[src/rtl/exec_logic_pipe.sv]
// -----------------------------------------------------------------------------
// exec_logic_pipe
//
// Two-stage pipelined bitwise logic unit for the exec stage. It accepts one
// operation per cycle over a valid/ready handshake and returns the result two
// cycles later. The tag travels with the operation so writeback can route it,
// and a zero flag is reported alongside the result.
//
//   Stage S1 : captures select/operands/tag when an operation is accepted.
//   Stage S2 : evaluates the op from the S1 registers and loads the output regs.
//
// Op codes (select_i):
//   000 AND   001 OR    010 NOT opr0   011 XOR
//   100 NAND  101 NOR   110 XNOR       111 ANDN (opr0 & ~opr1)
//
// Optional build macro: EXEC_LOGIC_POPCNT_EN
//   When defined, op 111 becomes the population count of opr0, zero-extended
//   to W_OPR bits, and ANDN is unavailable. Latency is unchanged.
//
// Ports:
//   clk_i        in   clock, rising edge
//   rst_i        in   asynchronous active-high reset
//   flush_i      in   synchronous clear of all in-flight operations
//   in_valid_i   in   operation offered
//   in_ready_o   out  unit accepts this cycle
//   select_i     in   op code [2:0]
//   opr0_i       in   operand 0 [W_OPR-1:0]
//   opr1_i       in   operand 1 [W_OPR-1:0]
//   tag_i        in   tag [W_TAG-1:0]
//   out_valid_o  out  result valid
//   out_ready_i  in   consumer takes result
//   result_o     out  result [W_OPR-1:0]
//   tag_o        out  tag of result [W_TAG-1:0]
//   zero_o       out  result_o == 0
// -----------------------------------------------------------------------------
module exec_logic_pipe #(
    parameter int W_OPR = 32,
    parameter int W_TAG = 5
) (
    input  logic             clk_i,
    input  logic             rst_i,
    input  logic             flush_i,
    input  logic             in_valid_i,
    output logic             in_ready_o,
    input  logic [2:0]       select_i,
    input  logic [W_OPR-1:0] opr0_i,
    input  logic [W_OPR-1:0] opr1_i,
    input  logic [W_TAG-1:0] tag_i,
    output logic             out_valid_o,
    input  logic             out_ready_i,
    output logic [W_OPR-1:0] result_o,
    output logic [W_TAG-1:0] tag_o,
    output logic             zero_o
);

    localparam logic [2:0] OP_AND  = 3'b000;
    localparam logic [2:0] OP_OR   = 3'b001;
    localparam logic [2:0] OP_NOT  = 3'b010;
    localparam logic [2:0] OP_XOR  = 3'b011;
    localparam logic [2:0] OP_NAND = 3'b100;
    localparam logic [2:0] OP_NOR  = 3'b101;
    localparam logic [2:0] OP_XNOR = 3'b110;
    localparam logic [2:0] OP_OP7  = 3'b111;

    // Stage S1 registers
    logic             s1_valid_reg;
    logic [2:0]       s1_sel_reg;
    logic [W_OPR-1:0] s1_opr0_reg;
    logic [W_OPR-1:0] s1_opr1_reg;
    logic [W_TAG-1:0] s1_tag_reg;

    // Output (S2) registers
    logic             out_valid_reg;
    logic [W_OPR-1:0] result_reg;
    logic [W_TAG-1:0] tag_reg;
    logic             zero_reg;

    logic             s2_adv;
    logic             s1_adv;
    logic             accept;
    logic [W_OPR-1:0] op_result_next;

    // The output register can take a new value when it is empty or being
    // drained this cycle; S1 moves forward only into such a free slot.
    assign s2_adv = !out_valid_reg || out_ready_i;
    assign s1_adv = s1_valid_reg && s2_adv;

    // S1 frees up either because it is empty or because it advances this cycle,
    // which lets a new op enter behind a departing one with no bubble. A flush
    // refuses same-cycle input so the flushed edge leaves the pipe empty.
    assign in_ready_o = !flush_i && (!s1_valid_reg || s2_adv);
    assign accept     = in_valid_i && in_ready_o;

`ifdef EXEC_LOGIC_POPCNT_EN
    logic [W_OPR-1:0] pop_count;

    always_comb begin
        pop_count = '0;
        for (int i = 0; i < W_OPR; i++) begin
            pop_count = pop_count + W_OPR'(s1_opr0_reg[i]);
        end
    end
`endif

    // S2 combinational evaluation from the S1 registers
    always_comb begin
        op_result_next = '0;
        case (s1_sel_reg)
            OP_AND:  op_result_next = s1_opr0_reg & s1_opr1_reg;
            OP_OR:   op_result_next = s1_opr0_reg | s1_opr1_reg;
            OP_NOT:  op_result_next = ~s1_opr0_reg;
            OP_XOR:  op_result_next = s1_opr0_reg ^ s1_opr1_reg;
            OP_NAND: op_result_next = ~(s1_opr0_reg & s1_opr1_reg);
            OP_NOR:  op_result_next = ~(s1_opr0_reg | s1_opr1_reg);
            OP_XNOR: op_result_next = ~(s1_opr0_reg ^ s1_opr1_reg);
`ifdef EXEC_LOGIC_POPCNT_EN
            OP_OP7:  op_result_next = pop_count;
`else
            OP_OP7:  op_result_next = s1_opr0_reg & ~s1_opr1_reg;
`endif
            default: op_result_next = '0;
        endcase
    end

    // Stage S1
    always_ff @(posedge clk_i or posedge rst_i) begin
        if (rst_i) begin
            s1_valid_reg <= 1'b0;
            s1_sel_reg   <= '0;
            s1_opr0_reg  <= '0;
            s1_opr1_reg  <= '0;
            s1_tag_reg   <= '0;
        end else if (flush_i) begin
            s1_valid_reg <= 1'b0;
        end else if (accept) begin
            s1_valid_reg <= 1'b1;
            s1_sel_reg   <= select_i;
            s1_opr0_reg  <= opr0_i;
            s1_opr1_reg  <= opr1_i;
            s1_tag_reg   <= tag_i;
        end else if (s1_adv) begin
            s1_valid_reg <= 1'b0;
        end
    end

    // Stage S2 / output registers. Data only loads on an advance, so the
    // outputs stay frozen while stalled and keep their last values when empty.
    always_ff @(posedge clk_i or posedge rst_i) begin
        if (rst_i) begin
            out_valid_reg <= 1'b0;
            result_reg    <= '0;
            tag_reg       <= '0;
            zero_reg      <= 1'b1;
        end else if (flush_i) begin
            out_valid_reg <= 1'b0;
        end else if (s1_adv) begin
            out_valid_reg <= 1'b1;
            result_reg    <= op_result_next;
            tag_reg       <= s1_tag_reg;
            zero_reg      <= (op_result_next == '0);
        end else if (out_ready_i) begin
            out_valid_reg <= 1'b0;
        end
    end

    assign out_valid_o = out_valid_reg;
    assign result_o    = result_reg;
    assign tag_o       = tag_reg;
    assign zero_o      = zero_reg;

endmodule

[config.mk]
export PLATFORM = sky130hd
export DESIGN_NAME = exec_logic_pipe
export DESIGN_NICKNAME = d
export VERILOG_FILES = /design/src/rtl/exec_logic_pipe.sv
export SDC_FILE = /design/constraint.sdc
export NUM_CORES = 1
export LEC_CHECK = 0
export BUFFER_PORTS_ARGS = -buffer_cell sky130_fd_sc_hd__buf_2
export CAP_MARGIN = 20
export CORE_UTILIZATION = 63
export DETAILED_ROUTE_END_ITERATION = 6
export PLACE_DENSITY = 0.92
export SLEW_MARGIN = 5
export SYNTH_ARGS = -nofsm -noshare
export SYNTH_HDL_FRONTEND = slang
export SYNTH_SLANG_ARGS = --single-unit
[constraint.sdc]
create_clock -name clk_i -period 8.8 [get_ports clk_i]
set_clock_uncertainty 0.1 [all_clocks]
set_input_delay 0.88 -clock clk_i [delete_from_list [all_inputs] [get_ports clk_i]]
set_output_delay 0.88 -clock clk_i [all_outputs]
set_load 0.02 [all_outputs]
; After elaboration in Yosys (flattened, before gate mapping)
; Cells that the tools add are included.
[totals]
ff_bits = 112
input_bits = 77
out_inout_bits = 40
wordCells = 47
[op_classes]
eq_ne = 7
mux = 7
bitwise = 10
n_reduce_logical = 14
[op_table]
columns = operator, n
row1 = case mux 32 bit (8 select lines), 1
row2 = NOT 32 bit, 5
row3 = bitwise AND 32 bit, 2
row4 = logical NOT 32 bit, 1
row5 = bitwise OR 32 bit, 1
row6 = bitwise XOR 32 bit, 1
row7 = "== test 3 bit, second input constant", 4
row8 = "== test 3 x 2 -> 1 bit, second input constant", 2
row9 = two-way mux 1 bit, 6
row10 = nonzero test 3 bit, 2
row11 = AND reduction 2 bit, 2
row12 = "== test 3 x 1 -> 1 bit, second input constant", 1
row13 = logical AND 1 bit, 3
row14 = logical NOT 1 bit, 3
row15 = logical NOT 3 bit, 1
row16 = logical OR 1 bit, 2
row17 = NOT 1 bit, 1

; Longest topological paths before layout
; Gate-level depths: netlist (run 1).
[depth]
word_depth = 7
depth_mapped = 12
ltp_nobuf = 9

; Least setup slack after synthesis (run 1)
; OpenSTA, ideal clock, no wires.
[synth_timing]
kind = input-to-reg
start = input out_ready_i
end = register s1_opr0_reg[0]
setup_ps = 125
arrival_ps = 2271
required_time_ps = 8575
setup_slack_ps = 6305
path_stages = 5
n_path_buf = 1
cell_sequence = nor2b_1 -> a21oi_1 -> nand2_1 -> clkbuf_1 -> mux2_2
[synth_between]
elab_chain_len = 5
[synth_rtl]
columns = item, line
row1 = "start, declared", 50  ; input logic out_ready_i,
row2 = logical OR 1 bit, 85  ; assign s2_adv = !out_valid_reg || out_ready_i;
row3 = logical OR 1 bit, 91  ; assign in_ready_o = !flush_i && (!s1_valid_reg || s2_adv);
row4 = logical AND 1 bit, 91
row5 = net in_ready_o, 44  ; output logic in_ready_o,
row6 = logical AND 1 bit, 92  ; assign accept = in_valid_i && in_ready_o;
row7 = AND reduction 2 bit (no line), n/a
row8 = "end signal, assigned", 138  ; s1_opr0_reg <= opr0_i;
row9 = "end, declared", 68  ; logic [W_OPR-1:0] s1_opr0_reg;
; The timed path passes the listed nets, and every way through them passes these cells.
; A chain may end at the register's enable or synchronous reset.

; Worst setup path in the final report (run 1)
[layout_timing]
start = register s1_sel_reg[0]
end = register zero_reg, in the netlist zero_o
[layout_between]
elab_chain_len = 3
word_cells_on_any_way = 10
classes_between = eq/ne (7) / mux (1) / reduce/logical (2)
[layout_rtl]
columns = item, line
row1 = "start, declared", 67  ; logic [2:0] s1_sel_reg;
row2 = "start signal, assigned", 137  ; s1_sel_reg <= select_i;
row3 = "== test 3 bit, or another cell as far along", 108  ; case (s1_sel_reg)
row4 = case mux 32 bit (8 select lines) *, 108
row5 = logical NOT 32 bit *, 160  ; zero_reg <= (op_result_next == '0);
row6 = "end signal, assigned", 160
row7 = "end, declared", 76  ; logic zero_reg;
; Every way passes the cells marked *; elsewhere a longest branch is shown, timed or not.

==> impl_metrics.py, run 1 <==
metrics = {
    "die": {
        "num_rows": 40,
        "design.die.area_sq_um": 13150,
        "die_y_microns": 114.7,
        "io_pins": 117,
        "die_w_microns": 114.7,
        "coreArea_sq_um": 12210,
        "start_util_pct": 65.48,
    },
    "clock_tree": {
        "holdBufCountCts": 0,
        "cts_buffer_depth": 2,
        "cts_resized": 0,
        "clkTransAtPathRegs_ns": 0.08,
        "cts-root-buf": "clkbuf_16",
        "clk_latency_ns": 0.37,
        "htreeDepth": 3,
        "cts_made_buffers": 9,
        "post-cts-setup-buffers": 0,
        "cts_tree": "done",
        "clkSinkCount": 112,
    },
    "worst_setup_path": {
        "cp.required_ns": 8.97,
        "r2r-end": "zero_o",
        "worst_ep_arrival_time_ns": 3.49,
        "r2r_cells": 8,
        "r2r_slack_ns": 5.48,
        "crit_fanout": 54,
        "critPathLaunchType": "flop",
        "cp-startpoint": "s1_sel_reg[0]",
        "crit_path_end": "zero_o",
        "endpoint_kind": "flop",
        "timing.rr.start": "s1_sel_reg[0]",
        "worstSetupPathType": "flop to flop",
    },
    "finish": {
        "final_util_pct": 72.45,
        "syn_to_final_growth_pct": 10.64,
        "layout.nets": 1090,
        "fillCellCount": 873,
        "n_antenna_cell": 0,
        "drive_above_1_share_pct": 25.05,
    },
    "logic_synthesis": {
        "ys_seq_elements": 112,
        "synth_xor_area_share_pct": 2.191,
        "asyncSetResetFlopFracSynth_pct": 100.0,
        "synthFlopType": "dfrtp_1",
        "syn_avg_cell_area_sq_um": 9.554,
        "syn_area_sq_um": 7996,
        "ys_top_cells_by_area": "dfrtp_1 35%, ha_1 15%, mux2_2 11%, nand2_1 4.2%, mux2i_1 4.1%",
        "yosys_warnings": 0,
        "seq_area_frac_synth_pct": 35.06,
        "syn-num-nets": 1010,
        "synthMuxAreaShare_pct": 15.02,
        "netlist_instances": 837,
        "yosys.area_share.simple_pct": 10.86,
        "synth_top_family_by_area": "adder cells",
        "ys_types": 60,
        "synth_top_area_share_pct": 34.74,
        "synth-edff-count": 0,
        "synthAdderAreaFrac_pct": 15.02,
        "synth_top_area_cell": "dfrtp_1",
        "synth-compound-area-share_pct": 14.60,
    },
    "placement": {
        "hpwl_mm": 12.96,
        "globalplace.congestion": 0.9320,
        "portBuffers": 116,
    },
    "sta": {
        "rsz0062_at_grt": "false",
        "timing.hold.ws_ns": 0.3653,
        "fmax_mhz": 301.1,
        "slew_violations": 0,
        "slew_headroom_pct": 36.77,
        "finalCritPeriodShare_pct": 37.74,
        "setup_tns_ns": 0,
        "period_minus_slack_ns": 3.321,
        "worstMarginPinSlew_ns": 0.9484,
        "setup_viol": 0,
        "final_hold_viol_count": 0,
    },
    "global_route": {
        "first_global_vias": 5940,
        "grt_pass1_wl_mm": 28.66,
        "overflow": 0,
        "antenna_found_initial": 0,
        "grt_util_all_layers_pct": 28.16,
        "grt_max_degree": 74,
    },
    "drt": {
        "avgViaCountPerCell": 5.870,
        "ant_nets": 0,
        "dr.pass1.iters": 5,
        "wire_per_inst_microns": 16.39,
        "first_iter_violations": 620,
        "wl_mm": 17.87,
        "drcViolationCount": 0,
        "num_vias": 6398,
    },
    "pwr": {
        "ir_drop_v": 0.0001424,
        "powerDensity_nw_per_um2": 222.0,
        "leakagePower_uw": 0.004384,
    },
    "min_path": {
        "min_path_type": "flop to flop",
    },
    "outcome": {
        "status": "complete, no violations",
    },
    "flow_run": {
        "drv_cap": 0,
    },
}
==> critical path, stage by stage, from the launching register on <==
cell	delay, ns
dfrtp_2	0.70
buf_4	0.55
inv_4	0.33
a21oi_1	0.36
nor3_1	0.10
a31oi_1	0.20
o21ai_0	0.13
or3_1	0.40
o41ai_2	0.34
==> cell families after synthesis <==
logic type | after synthesis
AOI/OAI and AO/OA | 188
xor gates and xnor gates | 20
adders and majority gates | 96
buffers and inverters | 122
DFF | 112
muxes | 110
and+or+nand+nor | 189
==> metal layers <==
| layer | track usage [%] | vias to the layer above | part of all wire, % | wire length (microns) |
|---|---|---|---|---|
| met3 | 6.670 | 33 | 7.2 | 1290 |
| met1 | 36.98 | 3057 | 44 | 7793 |
| met2 | 45.86 | 255 | 47 | 8419 |
| li1 | - | 3053 | - | - |
| met5 | 0 | - | 0 | 0 |
| met4 | 9.351 | 0 | 2.0 | 364 |
==> per-stage QoR <==
stage	area [sq um]	instances	power, uW	setup slack (ns)
floorplan	7996	837	1312	4.863
global placement	8536	1074	1487	5.674
finish	8847	1090	1964	5.479
global route	8847	1090	2087	5.207
detailed placement	8536	1074	1525	5.551
CTS	8847	1090	1957	5.540
==> power breakdown <==
group | leakage, uW | internal [uW] | switching (uW)
sequential | 0.00134 | 622 | 109
clock | 0.000156 | 233 | 196
combinational | 0.00289 | 331 | 473
total | 0.00438 | 1190 | 778
==> cells in the final DEF (no fill, tap or decap), types with 3 or more instances in the layout <==
cell type	count
a211oi_1	12
a21oi_1	48
a221o_1	4
a221oi_1	8
a31oi_1	4
buf_2	116
buf_4	6
clkbuf_16	9
dfrtp_1	108
ha_1	96
inv_1	67
inv_6	3
mux2_2	76
mux2i_1	33
nand2_1	88
nand2b_1	9
nand3_1	7
nand4_1	3
nor2_1	39
nor2b_1	16
nor3_1	4
nor4_1	3
o211a_1	3
o211ai_1	10
o21ai_0	65
o21ai_1	4
o21bai_1	3
o221ai_1	4
o22ai_1	3
or3_1	8
xnor2_1	20
==> how the worst min path moves through the flow <==
| stage | start | endpoint | cells past startpoint |
|---|---|---|---|
| after floorplan | s1_tag_reg[0] | tag_o[0] | 2 |
| after global placement | s1_tag_reg[2] | tag_o[2] | 2 |
| after detailed placement | s1_tag_reg[4] | tag_o[4] | 2 |
| after CTS | s1_tag_reg[3] | tag_o[3] | 2 |
| after global routing | tag_o[1] | tag_o[1] | 2 |
| final | s1_tag_reg[3] | tag_o[3] | 2 |
==> final cells by class <==
cell class | count | area (sq um) | share of cell area [%]
Clock inverter | 6 | 72.57 | 0.8203
Tap cell | 168 | 210.2 | 2.376
Timing Repair Buffer | 122 | 625.6 | 7.071
Sequential cell | 112 | 2810 | 31.76
Multi-Input combinational cell | 603 | 4626 | 52.28
Inverter | 69 | 264.0 | 2.984
Clock buffer | 10 | 239.0 | 2.701
==> synth_stat cells (3+ instances only) <==
library cell,n
o22ai_1,3
xnor2_1,20
o21bai_1,3
buf_2,14
nor2b_1,16
nor4_1,3
o211ai_1,10
mux2i_1,33
clkbuf_1,21
ha_1,96
or3_1,8
o221ai_1,4
nand2b_1,9
a221o_1,4
nand4_1,3
inv_1,68
a221oi_1,8
nor2_1,39
buf_6,8
buf_4,8
mux2_2,76
o211a_1,3
a21oi_1,48
a31oi_1,4
dfrtp_1,111
o21ai_1,4
nand3_1,7
nand2_1,89
a211oi_1,12
nor3_1,4
o21ai_0,65
(Power assumes the default switching activity.)
==> inputs of run 2 (changes only) <==
--- a/config.mk
+++ b/config.mk
@@ -7,9 +7,9 @@
 export LEC_CHECK = 0
 export BUFFER_PORTS_ARGS = -buffer_cell sky130_fd_sc_hd__buf_2
 export CAP_MARGIN = 20
-export CORE_UTILIZATION = 63
+export CORE_UTILIZATION = 59
 export DETAILED_ROUTE_END_ITERATION = 6
-export PLACE_DENSITY = 0.92
+export PLACE_DENSITY = 0.87
 export SLEW_MARGIN = 5
 export SYNTH_ARGS = -nofsm -noshare
 export SYNTH_HDL_FRONTEND = slang
==> constraint.sdc (replaced) <==
create_clock -name clk_i -period 3.3 [get_ports clk_i]
set_clock_uncertainty 0.1 [all_clocks]
set_input_delay 0.33 -clock clk_i [delete_from_list [all_inputs] [get_ports clk_i]]
set_output_delay 0.33 -clock clk_i [all_outputs]
set_load 0.02 [all_outputs]
==> run 2 against run 1 <==
  * Die area rose by 6.7%
  * First-iteration DRC count fell by 29%
  * Total power rose to 2.7 times the previous value
  * Non-clock buffer count rose by 11
  * Final cell count rose by 1.7%
  * Via count fell by 1.1%
  * Critical path type unchanged
  * Critical endpoint unchanged
  * Largest cell class unchanged
  * Largest power group unchanged
==> impl_metrics.py, run 2 (synthesis gave the netlist of run 1 again) <==
metrics = {
    "clock_tree": {
        "htreeDepth": 3,
        "cts_tree": "done",
        "clkTransAtPathRegs_ns": 0.08,
        "clkSinkCount": 112,
        "cts-root-buf": "clkbuf_16",
        "cts_resized": 0,
        "cts_buffer_depth": 2,
        "cts_made_buffers": 9,
        "clk_latency_ns": 0.36,
    },
    "global_route": {
        "grt_util_all_layers_pct": 26.01,
        "antenna_found_initial": 0,
        "overflow": 0,
        "grt_pass1_wl_mm": 28.79,
        "grt_max_degree": 59,
        "first_global_vias": 5845,
    },
    "drt": {
        "dr.pass1.iters": 5,
        "avgViaCountPerCell": 5.705,
        "wire_per_inst_microns": 15.85,
        "num_vias": 6327,
        "drcViolationCount": 0,
        "first_iter_violations": 443,
        "ant_nets": 0,
        "wl_mm": 17.58,
    },
    "die": {
        "die_y_microns": 118.4,
        "start_util_pct": 60.38,
        "design.die.area_sq_um": 14020,
        "num_rows": 42,
        "die_w_microns": 118.4,
        "io_pins": 117,
        "coreArea_sq_um": 13240,
    },
    "sta": {
        "setup_tns_ns": 0,
        "setup_viol": 0,
        "layout_setup_ws_ns": 0.4590,
        "slew_violations": 0,
        "slew_headroom_pct": 51.01,
        "finalCritPeriodShare_pct": 86.09,
        "worstMarginPinSlew_ns": 0.7349,
        "fmax_mhz": 352.0,
        "rsz0062_at_grt": "false",
        "final_hold_viol_count": 0,
        "period_minus_slack_ns": 2.841,
    },
    "min_path": {
        "hold_end": "out_valid_o",
        "min-delay-start": "flush_i",
        "min_path_type": "primary input to flop",
        "hold_depth": 2,
    },
    "worst_setup_path": {
        "r2r_cells": 8,
        "critPathLaunchType": "flop",
        "endpoint_kind": "flop",
        "crit_fanout": 58,
        "timing.rr.start": "s1_sel_reg[0]",
        "cp.required_ns": 3.47,
        "worstSetupPathType": "flop to flop",
        "worst_ep_arrival_time_ns": 3.01,
        "r2r-end": "zero_o",
        "r2r_slack_ns": 0.46,
    },
    "finish": {
        "final_common_cell": "buf_2",
        "layout.nets": 1101,
        "layout_common_cells": "116 x buf_2, 108 x dfrtp_1, 96 x ha_1, 88 x nand2_1, 76 x mux2_2",
        "drive_above_1_share_pct": 25.83,
        "stdcell_count": 1109,
        "fillCellCount": 1025,
        "n_antenna_cell": 0,
        "syn_to_final_growth_pct": 12.16,
    },
    "placement": {
        "globalplace.congestion": 0.9414,
        "portBuffers": 116,
        "hpwl_mm": 13.33,
        "dp.cells": 1092,
        "place_ws_ns": 0.5204,
    },
    "pwr": {
        "ir_drop_v": 0.0003066,
        "powerDensity_nw_per_um2": 583.4,
        "leakagePower_uw": 0.004441,
    },
    "outcome": {
        "status": "complete, no violations",
    },
    "flow_run": {
        "drv_cap": 0,
    },
}
## run 2: power by group
| part | internal (uW) | leakage, uW | total, uW | switching, uW |
|---|---|---|---|---|
| Clock | 606 | 0.000155 | 1130 | 527 |
| Combinational | 899 | 0.00295 | 2150 | 1250 |
| Sequential | 1660 | 0.00134 | 1950 | 286 |
## run 2: cell type report
type	instances	area [sq um]	area share [%]
clock inverter	7	86.33	0.9626
inverter	69	265.3	2.958
timing repair buffer	133	735.7	8.203
sequential	112	2810	31.33
clock buffer	9	225.2	2.511
tap	176	220.2	2.455
multi-input combinational	603	4626	51.58
## run 2: worst max-delay path by stage
stage | startpoint | end | slack (ns) | cells past startpoint
2_1_floorplan | s1_opr0_reg[25] | zero_o | 1.0 | 7
3_5_place_dp | s1_sel_reg[2] | zero_o | 0.52 | 8
3_3_place_gp | s1_sel_reg[2] | zero_o | 0.61 | 8
6_report | s1_sel_reg[0] | zero_o | 0.46 | 8
4_1_cts | s1_sel_reg[2] | zero_o | 0.51 | 8
5_1_grt | s1_sel_reg[2] | zero_o | 0.23 | 8
## run 2: worst max-delay path: stages (launching register included)
cell,delay [ns]
dfrtp_2,0.40
buf_4,0.47
nand2_1,0.24
or2_2,0.33
a221oi_1,0.34
o221ai_1,0.17
nor4_1,0.31
nand4bb_1,0.16
o41ai_2,0.22
## run 2: per-stage QoR
stage	utilization, %	power, uW	instance area, sq um	hold slack (ns)
global route	67.72	5579	8969	0.08291
floorplan	-	3498	8000	0.2964
finish	67.72	5233	8969	0.08797
global placement	65.30	3999	8647	0.3379
detailed placement	65.30	4089	8647	0.3523
CTS	67.72	5235	8969	0.07895
## run 2: what timing repair did
item	in CTS	in global routing
hold buffers	1	0
setup buffers	0	0
hold endpoints to repair	27	0
## run 2: layer usage
| layer | routed length [microns] | track usage, % | vias to the layer above |
|---|---|---|---|
| li1 | - | - | 3062 |
| met3 | 951 | 4.537 | 33 |
| met1 | 8094 | 35.84 | 2994 |
| met4 | 498 | 10.13 | 0 |
| met5 | 0 | 0 | - |
| met2 | 8036 | 40.85 | 238 |
==> inputs of run 3 (changes only) <==
--- a/config.mk
+++ b/config.mk
@@ -5,11 +5,14 @@
 export SDC_FILE = /design/constraint.sdc
 export NUM_CORES = 1
 export LEC_CHECK = 0
+export ABC_AREA = 1
 export BUFFER_PORTS_ARGS = -buffer_cell sky130_fd_sc_hd__buf_2
 export CAP_MARGIN = 20
-export CORE_UTILIZATION = 59
+export CELL_PAD_IN_SITES_DETAIL_PLACEMENT = 1
+export CELL_PAD_IN_SITES_GLOBAL_PLACEMENT = 1
+export CORE_UTILIZATION = 42
 export DETAILED_ROUTE_END_ITERATION = 6
-export PLACE_DENSITY = 0.87
+export PLACE_DENSITY = 0.86
 export SLEW_MARGIN = 5
 export SYNTH_ARGS = -nofsm -noshare
 export SYNTH_HDL_FRONTEND = slang
==> run 3 against run 2 <==
  * The flow now finishes with violations (design-rule violations, negative hold slack)
  * Routed wire length up 35%
  * Hold slack worse by 0.11 ns
  * First-iteration DRC count down 1.4%
  * Worst setup slack better by 0.30 ns
  * Count of clock-buffer cells in the layout up 2
  * Global-route usage down 0.57 points
  * Flip-flop and latch count unchanged
  * Critical path depth up 4
  * Sequential share of layout area down 0.32 points
  * Clock power up 8%
  * Via count up 19%
  * Die area up 39%
  * Critical path type unchanged
  * Highest routed layer unchanged
==> impl_metrics.py, run 3 <==
metrics = {
    "logic_synthesis": {
        "ys_types": 28,
        "syn_area_sq_um": 7975,
        "syn-num-nets": 1284,
        "synth_top_area_cell": "dfrtp_1",
        "yosysMostFrequentCell": "nand2_1",
        "syn_avg_cell_area_sq_um": 7.178,
        "synth_common_cells": "273 x nand2_1, 175 x nor2_1, 122 x inv_1",
        "asyncSetResetFlopFracSynth_pct": 100.0,
        "synth-edff-count": 0,
        "seq_area_frac_synth_pct": 35.16,
        "synth_top_area_share_pct": 34.83,
        "netlist_instances": 1111,
        "ys_top_cells_by_area": "dfrtp_1 35%, ha_1 15%, nand2_1 13%, nor2_1 8.2%, inv_1 5.7%",
        "synthFlopType": "dfrtp_1",
        "ys_seq_elements": 112,
        "yosys_warnings": 0,
    },
    "global_route": {
        "gr-usage-met1_pct": 35.36,
        "grt.busiest_layer": "met2",
        "grt_util_all_layers_pct": 25.44,
        "first_global_vias": 7778,
        "grt_max_degree": 72,
        "grt_pass1_wl_mm": 39.88,
        "met3_usage_pct": 2.615,
        "overflow": 0,
        "use_met2_pct": 41.13,
        "antenna_found_initial": 0,
    },
    "drt": {
        "ant_nets": 0,
        "wire_per_inst_microns": 16.60,
        "wl_mm": 23.80,
        "first_iter_violations": 437,
        "drcViolationCount": 1,
        "dr.pass1.iters": 7,
        "avgViaCountPerCell": 5.245,
        "num_vias": 7521,
    },
    "pwr": {
        "intPower_uw": 2936,
        "powerDensity_nw_per_um2": 543.5,
        "net-switching-power_uw": 1981,
        "clockPowerShare_pct": 24.9,
        "ir_drop_v": 0.0002485,
        "leakagePower_uw": 0.005126,
        "p_comb_share_pct": 37.5,
        "switching_share_pct": 40.29,
        "power_uw": 4917,
        "power_frac_seq_pct": 37.6,
    },
    "placement": {
        "portBuffers": 116,
        "dp.cells": 1418,
        "globalplace.congestion": 0.8261,
        "placed_area_sq_um": 8723,
        "hpwl_mm": 16.89,
    },
    "die": {
        "die_w_microns": 139.8,
        "coreArea_sq_um": 18640,
        "die_y_microns": 139.8,
        "num_rows": 50,
        "start_util_pct": 42.78,
        "design.die.area_sq_um": 19540,
        "io_pins": 117,
    },
    "outcome": {
        "status": "finished, violations left",
        "violations": "design-rule violations, negative hold slack",
    },
    "finish": {
        "final_util_pct": 48.52,
        "multiInputGateArea_sq_um": 4382,
        "fillCellCount": 2440,
        "layout_common_cells": "273 x nand2_1, 175 x nor2_1, 121 x inv_1, 116 x buf_2, 110 x dfrtp_1",
        "final_common_cell": "nand2_1",
        "seq_area_sq_um": 2805,
        "layout.nets": 1368,
        "syn_to_final_growth_pct": 13.43,
        "final_area_sq_um": 9046,
        "n_antenna_cell": 0,
        "drive_above_1_share_pct": 14.25,
        "stdcell_count": 1434,
    },
    "clock_tree": {
        "clkTransAtPathRegs_ns": 0.08,
        "clk_latency_ns": 0.37,
        "cts_buffer_depth": 2,
        "holdBufCountCts": 0,
        "htreeDepth": 3,
        "clkSinkCount": 112,
        "cts_made_buffers": 9,
        "cts_tree": "done",
        "post-cts-setup-buffers": 0,
        "cts_resized": 0,
        "cts-root-buf": "clkbuf_16",
    },
    "sta": {
        "rsz0062_at_grt": "false",
        "final_hold_viol_count": 10,
        "finalCritPeriodShare_pct": 77.12,
        "timing.hold.ws_ns": -0.02003,
        "slew_violations": 0,
        "fmax_mhz": 392.9,
        "slew_headroom_pct": 40.97,
        "setup_tns_ns": 0,
        "period_minus_slack_ns": 2.545,
        "setup_viol": 0,
        "worstMarginPinSlew_ns": 0.8842,
    },
    "worst_setup_path": {
        "worstSetupPathType": "flop to flop",
        "r2r_cells": 12,
        "endpoint_kind": "flop",
        "r2r_slack_ns": 0.76,
        "r2r-end": "zero_o",
        "critPathLaunchType": "flop",
        "worst_ep_arrival_time_ns": 2.75,
        "cp-startpoint": "s1_sel_reg[2]",
        "cp.required_ns": 3.51,
        "timing.rr.start": "s1_sel_reg[2]",
        "crit_fanout": 41,
    },
    "flow_run": {
        "drv_cap": 0,
    },
    "min_path": {
        "min_path_type": "primary input to asynchronous set/reset pin",
    },
}
-- run 3: cell count changes after synthesis, moves of 33 or more --
cell / before / now
nor2_1: 39 / 175
nand3_1: 7 / 83
nand2_1: 89 / 273
inv_1: 68 / 122
mux2_2: 76 / 1
mux2i_1: 33 / 0
-- run 3: metrics by stage --
stage	setup WS [ns]	hold slack, ns
2_1_floorplan	1.452	0.2931
3_5_place_dp	0.8184	0.3634
6_report	0.7550	-0.02003
5_1_grt	0.5483	0.04153
4_1_cts	0.7549	0.01009
3_3_place_gp	0.9148	0.3540
-- run 3: how the worst max path moves through the flow --
| stage | to | slack, ns | depth (start not counted) |
|---|---|---|---|
| 2_1_floorplan | s1_valid_reg | 1.45 | 8 |
| 3_3_place_gp | zero_o | 0.91 | 12 |
| 3_5_place_dp | zero_o | 0.82 | 12 |
| 4_1_cts | zero_o | 0.75 | 12 |
| 5_1_grt | zero_o | 0.55 | 11 |
| 6_report | zero_o | 0.76 | 12 |
-- run 3: power by group through the flow --
stage	clock (uW)	combinational [uW]	sequential (uW)
final	1220	1840	1850
after global routing	1290	2070	1880
after CTS	1250	1840	1850
after detailed placement	0	1820	1870
after global placement	0	1750	1860
after floorplan	0	1080	1990
-- run 3: per-layer routing --
layer  part of all wire, %  routed length, microns
met3                   2.8                     676
met4                   1.7                     411
met2                    46                   11050
met1                    49                   11660
met5                     0                       0
-- run 3: logic make-up (layout without fill, tap and decap cells) --
kind of cell / count (synthesis) / after routing / share of synthesized area, %
adder cells (fa/ha/maj): 96 / 96 / 15.06
multiplexers: 1 / 1 / 0.1412
flip-flops: 112 / 112 / 35.16
buffers and inverters: 186 / 275 / 10.03
AND/OR/NAND/NOR: 591 / 591 / 31.63
AO/OA/AOI/OAI: 125 / 125 / 7.986
-- run 3: final cells by class --
cell class	instances	area share [%]
clock inverters	5	0.8852
repair buffers	132	8.437
well taps	234	3.237
inverters	127	5.311
multi-input cells	813	48.44
clock buffers	11	2.683
flip-flops and latches	112	31.01
-- run 3: critical path, stage by stage (launching register included) --
cell	delay, ns
dfrtp_2	0.43
inv_2	0.09
buf_4	0.40
nand2_2	0.13
inv_2	0.48
nand2_1	0.12
nand2_1	0.13
nand2_1	0.06
nor2_1	0.14
nand2_1	0.10
nor2_1	0.14
nand3_1	0.09
nand2_1	0.06
